$ cat src/rtl/fifo_reader.sv
// Credit-limited reader for a sync FIFO with RD_LATENCY read latency; first word reaches o_data RD_LATENCY+1 cycles after the first pop.
// Holds returning words in a BUF_DEPTH ring so i_ready backpressure never overflows; i_flush drops buffered and in-flight words.
module fifo_reader #(
   parameter  int WIDTH      = 16,
   parameter  int RD_LATENCY = 1,
   localparam int BUF_DEPTH  = RD_LATENCY + 1
) (
   input  logic                               i_clk,
   input  logic                               i_rst_n,
   output logic                               o_fifo_rd_incr,
   input  logic [WIDTH-1:0]                   i_fifo_data,
   input  logic                               i_fifo_empty,
   output logic                               o_valid,
   input  logic                               i_ready,
   output logic [WIDTH-1:0]                   o_data,
   input  logic                               i_flush,
   output logic [$clog2(BUF_DEPTH+1)-1:0]     o_level,
   output logic [31:0]                        o_beats
);

   localparam int LVL_W = $clog2(BUF_DEPTH + 1);
   localparam int PTR_W = $clog2(BUF_DEPTH);
   localparam int IF_W  = $clog2(RD_LATENCY + 1);

   typedef enum logic {ST_RUN = 1'b0, ST_FLUSH = 1'b1} state_t;

   state_t                state_q, state_d;
   logic                  started_q;
   logic [RD_LATENCY-1:0] pend_q, pend_d;
   logic [RD_LATENCY-1:0] disc_q, disc_d;
   logic [WIDTH-1:0]      mem_q [BUF_DEPTH];
   logic [PTR_W-1:0]      head_q, head_d;
   logic [PTR_W-1:0]      tail_q, tail_d;
   logic [LVL_W-1:0]      level_q, level_d;
   logic [31:0]           beats_q, beats_d;
   logic [IF_W-1:0]       inflight;
   logic                  flush_take;
   logic                  xfer;
   logic                  cap;
   logic                  credit_ok;

   function automatic logic [PTR_W-1:0] ptr_inc(input logic [PTR_W-1:0] p);
      return (p == PTR_W'(BUF_DEPTH - 1)) ? '0 : p + PTR_W'(1);
   endfunction

   always_comb begin
      inflight = '0;
      for (int i = 0; i < RD_LATENCY; i++) begin
         inflight = inflight + IF_W'(pend_q[i]);
      end
   end

   assign o_valid    = (level_q != '0);
   assign o_data     = mem_q[head_q];
   assign o_level    = level_q;
   assign o_beats    = beats_q;
   assign flush_take = i_flush && (state_q == ST_RUN);
   assign xfer       = o_valid && i_ready && !flush_take;
   // The returning pop is still counted in inflight, so a capture and a transfer in the same cycle keep one word per cycle flowing.
   assign credit_ok  = (int'(level_q) + int'(inflight) - int'(xfer)) < BUF_DEPTH;
   assign cap        = pend_q[RD_LATENCY-1] && !disc_q[RD_LATENCY-1] && !flush_take;

   always_ff @(posedge i_clk or negedge i_rst_n) begin
      if (!i_rst_n) begin
         state_q <= ST_RUN;
      end else begin
         state_q <= state_d;
      end
   end

   always_comb begin
      state_d = state_q;
      case (state_q)
         ST_RUN:   if (i_flush) state_d = ST_FLUSH;
         ST_FLUSH: if (pend_d == '0) state_d = ST_RUN;
         default:  state_d = ST_RUN;
      endcase
   end

   always_comb begin
      o_fifo_rd_incr = (state_q == ST_RUN) && started_q && !i_fifo_empty && !i_flush && credit_ok;
   end

   always_comb begin
      pend_d    = '0;
      disc_d    = '0;
      pend_d[0] = o_fifo_rd_incr;
      for (int i = 1; i < RD_LATENCY; i++) begin
         pend_d[i] = pend_q[i-1];
         disc_d[i] = disc_q[i-1] || flush_take;
      end
      head_d  = head_q;
      tail_d  = tail_q;
      level_d = level_q;
      beats_d = beats_q;
      if (flush_take) begin
         head_d  = '0;
         tail_d  = '0;
         level_d = '0;
      end else begin
         if (xfer) head_d = ptr_inc(head_q);
         if (cap)  tail_d = ptr_inc(tail_q);
         if (cap && !xfer) begin
            level_d = level_q + LVL_W'(1);
         end else if (xfer && !cap) begin
            level_d = level_q - LVL_W'(1);
         end
      end
      if (xfer) beats_d = beats_q + 32'd1;
   end

   // started_q keeps the first pop off the first edge after reset release.
   always_ff @(posedge i_clk or negedge i_rst_n) begin
      if (!i_rst_n) begin
         started_q <= 1'b0;
         pend_q    <= '0;
         disc_q    <= '0;
         head_q    <= '0;
         tail_q    <= '0;
         level_q   <= '0;
         beats_q   <= '0;
         for (int i = 0; i < BUF_DEPTH; i++) begin
            mem_q[i] <= '0;
         end
      end else begin
         started_q <= 1'b1;
         pend_q    <= pend_d;
         disc_q    <= disc_d;
         head_q    <= head_d;
         tail_q    <= tail_d;
         level_q   <= level_d;
         beats_q   <= beats_d;
         if (cap) mem_q[tail_q] <= i_fifo_data;
      end
   end

endmodule
$ cat config.mk
export PLATFORM = sky130hd
export DESIGN_NAME = fifo_reader
export DESIGN_NICKNAME = d
export VERILOG_FILES = /design/src/rtl/fifo_reader.sv
export SDC_FILE = /design/constraint.sdc
export NUM_CORES = 1
export LEC_CHECK = 0
export ABC_AREA = 1
export BUFFER_PORTS_ARGS = -buffer_cell sky130_fd_sc_hd__buf_2
export CAP_MARGIN = 10
export CORE_MARGIN = 2
export CORE_UTILIZATION = 40
export DETAILED_ROUTE_END_ITERATION = 10
export RECOVER_POWER = 25
export SYNTH_ARGS = -nofsm -noshare
export SYNTH_HDL_FRONTEND = slang
export SYNTH_SLANG_ARGS = --single-unit
$ cat constraint.sdc
create_clock -name i_clk -period 4.8 [get_ports i_clk]
set_input_delay 0 -clock i_clk [delete_from_list [all_inputs] [get_ports i_clk]]
set_output_delay 0 -clock i_clk [all_outputs]
set_load 0.01 [all_outputs]
==> out/qor.csv <==
stage;metric;value;unit
power;pwr dens;435;nW/um^2
drt;final WL;7750;um
sta;Slew headroom;36.3;%
floorplan;Initial Util;40.6;%
setup_path;worst-case reg-to-reg path depth;9;
setup_path;worst setup path category;reg2reg;
placement;placed cell count;613;
grt;total track usage;17.3;%
placement;placed inst area;3960;um^2
setup_path;worst stage delay on the critical path;0.60;ns
floorplan;Die Y;97.4;um
yosys;Mean Syn Cell Area;7.92;um^2
yosys;Yosys Warn Count;0;
worst_hold_path;hold depth;3;
layout;Final Cell Area;4330;um^2
drt;drt drc;0;
yosys;register area share after synthesis;50.9;%
yosys;most area-consuming cells after synthesis;dfrtp_1, nand2_1, inv_1, o21ai_0, nor2_1;
yosys;Mapped Nets;465;
drt;Via density;4.64;
drt;wire per inst;11.9;um
floorplan;Chip Width;97.4;um
sta;Layout Skew;0.00745;ns
sta;fin crit share;54.2;%
grt;GRT overflow;0;
floorplan;Std-Cell Rows;34;
cts;CTS sink count;71;
floorplan;core footprint;8590;um^2
placement;worst slack, placed;2.68;ns
drt;antenna-violating nets left;0;
cts;clock buffer depth;2;
setup_path;Reg2Reg Launch Point;state_q;
setup_path;reg2reg setup slack;2.20;ns
setup_path;critical path, cell by cell;inv_1 > nand2_1 > nand3_4 > inv_2 > ha_1 > nor2_1 > fa_1 > nor4_1 > dlygate4sd3_1;
layout;share of cells above drive strength 1;12.8;%
placement;Final HPWL DP;5280;um
layout;Post-layout nets;560;
sta;Final min period;2.60;ns
sta;Setup TNS;0;ns
cts;H-Tree Depth;3;
sta;Final Hold Vio Count;0;
grt;largest net degree at the start of global routing;72;
worst_hold_path;hold path start;i_flush;
setup_path;crit path DAT;2.89;ns
worst_hold_path;Worst Hold End;state_q;
yosys;post-synthesis cell count;441;
sta;RSZ-0062 raised after global routing;false;
setup_path;Worst R2R End;pend_q;
layout;commonest non-fill, non-tap cells in the layout;nand2_1, dfrtp_1, inv_1;
floorplan;# IOs;73;
placement;I/O Buffers;72;
sta;hold_ws;0.0955;ns
power;Peak VDD IR;232;uV
layout;final non-filler cell total;649;
cts;total CTS buffers;9;
sta;max frequency;384;MHz
cts;clock transition at the registers of the reported paths;0.08;ns
layout;Layout area overhead;24.1;%
status;status;complete, no violations;
cts;Worst-Skew Late Latency;0.35;ns
grt;global-route wire length before repair;13300;um
worst_hold_path;Worst Hold Class;in2reg;
yosys;share of the synthesized area in the top cell type;50.9;%
sta;slack of the critical path;2.20;ns
setup_path;largest fanout on the critical path;10;
layout;n_diodes;0;
drt;DRT iter0 DRCs;134;
floorplan;die area;9490;um^2
drt;DRT Pass-1 Iters;5;
yosys;Yosys top cell by area;dfrtp_1;
drt;vias after detailed routing;3009;
layout;most common cell after layout, fill and taps aside;nand2_1;
cts;postcts setup bufs;0;
setup_path;crit path max-delay cell type;dlygate4sd3_1;
setup_path;critical path endpoint category;flop;
setup_path;critical path launch point type;flop;
job;max cap viols;0;
yosys;cell area after synthesis;3490;um^2
sta;Pins Over Slew Limit;0;
placement;routability cong.;0.846;
grt;vias in the first global route;2901;
sta;Final Setup Violations;0;
yosys;post-synthesis cell type count;28;
yosys;synthesis-stage register bit count;71;
sta;Worst-Margin Slew;0.954;ns
power;LEAKAGE;2.23;nW
setup_path;required time worst endpoint;5.09;ns
cts;CTS tree;built;
grt;initial antenna violation count;0;
cts;Clock Tree Root;clkbuf_8;
==> sequential cells by signal (all words and copies together) (netlist names) <==
| register | flops |
|---|---|
| head_q | 1 |
| mem_q | 32 |
| o_beats | 32 |
| o_level | 2 |
| pend_q | 1 |
| started_q | 1 |
| state_q | 1 |
| tail_q | 1 |
==> metal layers <==
metal	track usage [%]	part of all wire (%)	wire, um
met3	4.68	5.1	397
met4	5.24	1.7	130
met2	28.0	46	3530
met5	0	0	0
met1	22.9	48	3690
==> critical path, delay by kind of cell (launching register included) <==
family / cells / cell delay (ns)
buf+inv: 3 / 0.76
simple gates: 4 / 0.76
fa+ha+maj: 2 / 0.66
flops: 1 / 0.36
==> layout make-up <==
cell class              instances  area, um^2
repair buffers                 93         526
inverters                      57         214
fillers                       837        4260
multi-input cells             304        1460
clock inverters                 6        83.8
clock buffers                  10         138
flip-flops and latches         71        1780
well taps                     108         135
==> logic make-up after synthesis <==
logic type	Yosys count	share of synthesized area, %
AOI/OAI and AO/OA	41	5.95
xor gates and xnor gates	20	5.02
adders and majority gates	3	1.29
buffers and inverters	66	7.20
DFF	71	50.9
other	1	0.107
and+or+nand+nor	239	29.6
==> metrics by stage <==
stage / total power [mW] / util, %
floorplan: 1.15 / -
finish: 1.88 / 50.4
detailed placement: 1.36 / 46.1
CTS: 1.91 / 51.0
global route: 2.03 / 50.4
global placement: 1.35 / 46.1
==> worst max path at each step <==
stage | startpoint | to | slack [ns]
6_report | state_q | pend_q | 2.20
5_1_grt | o_level[1] | pend_q | 2.00
4_1_cts | o_level[1] | pend_q | 2.21
3_5_place_dp | o_level[1] | o_fifo_rd_incr | 2.68
3_3_place_gp | o_level[1] | o_fifo_rd_incr | 2.79
2_1_floorplan | o_level[1] | pend_q | 2.60
==> cells in the mapped netlist <==
library cell  number
o21ai_0           39
clkinv_1           1
nand4_1            7
nor2_1            31
nand3_4            1
inv_1             53
conb_1             1
ha_1               2
nor3_2             2
xnor2_1            7
nor2_2             2
xor2_1            13
nand3b_1           3
buf_2              3
nand3_1           22
nand2_2            4
nor2_8             1
clkbuf_1           6
nor2_4             1
nand2_1          160
nor4_1             1
inv_2              3
dfrtp_1           71
o21bai_1           1
a21oi_1            1
nor3_1             3
nand2_4            1
fa_1               1
==> where the power goes <==
group          switching [mW]  total, mW  internal (mW)
registers               0.113      0.846          0.733
logic                   0.305      0.506          0.200
clock network           0.227      0.532          0.305
==> what timing repair did <==
item	CTS	global route
hold buffers	20	0
hold endpoints to repair	105	0
resized for setup	0	0
Power figures use the tool's default switching activity.
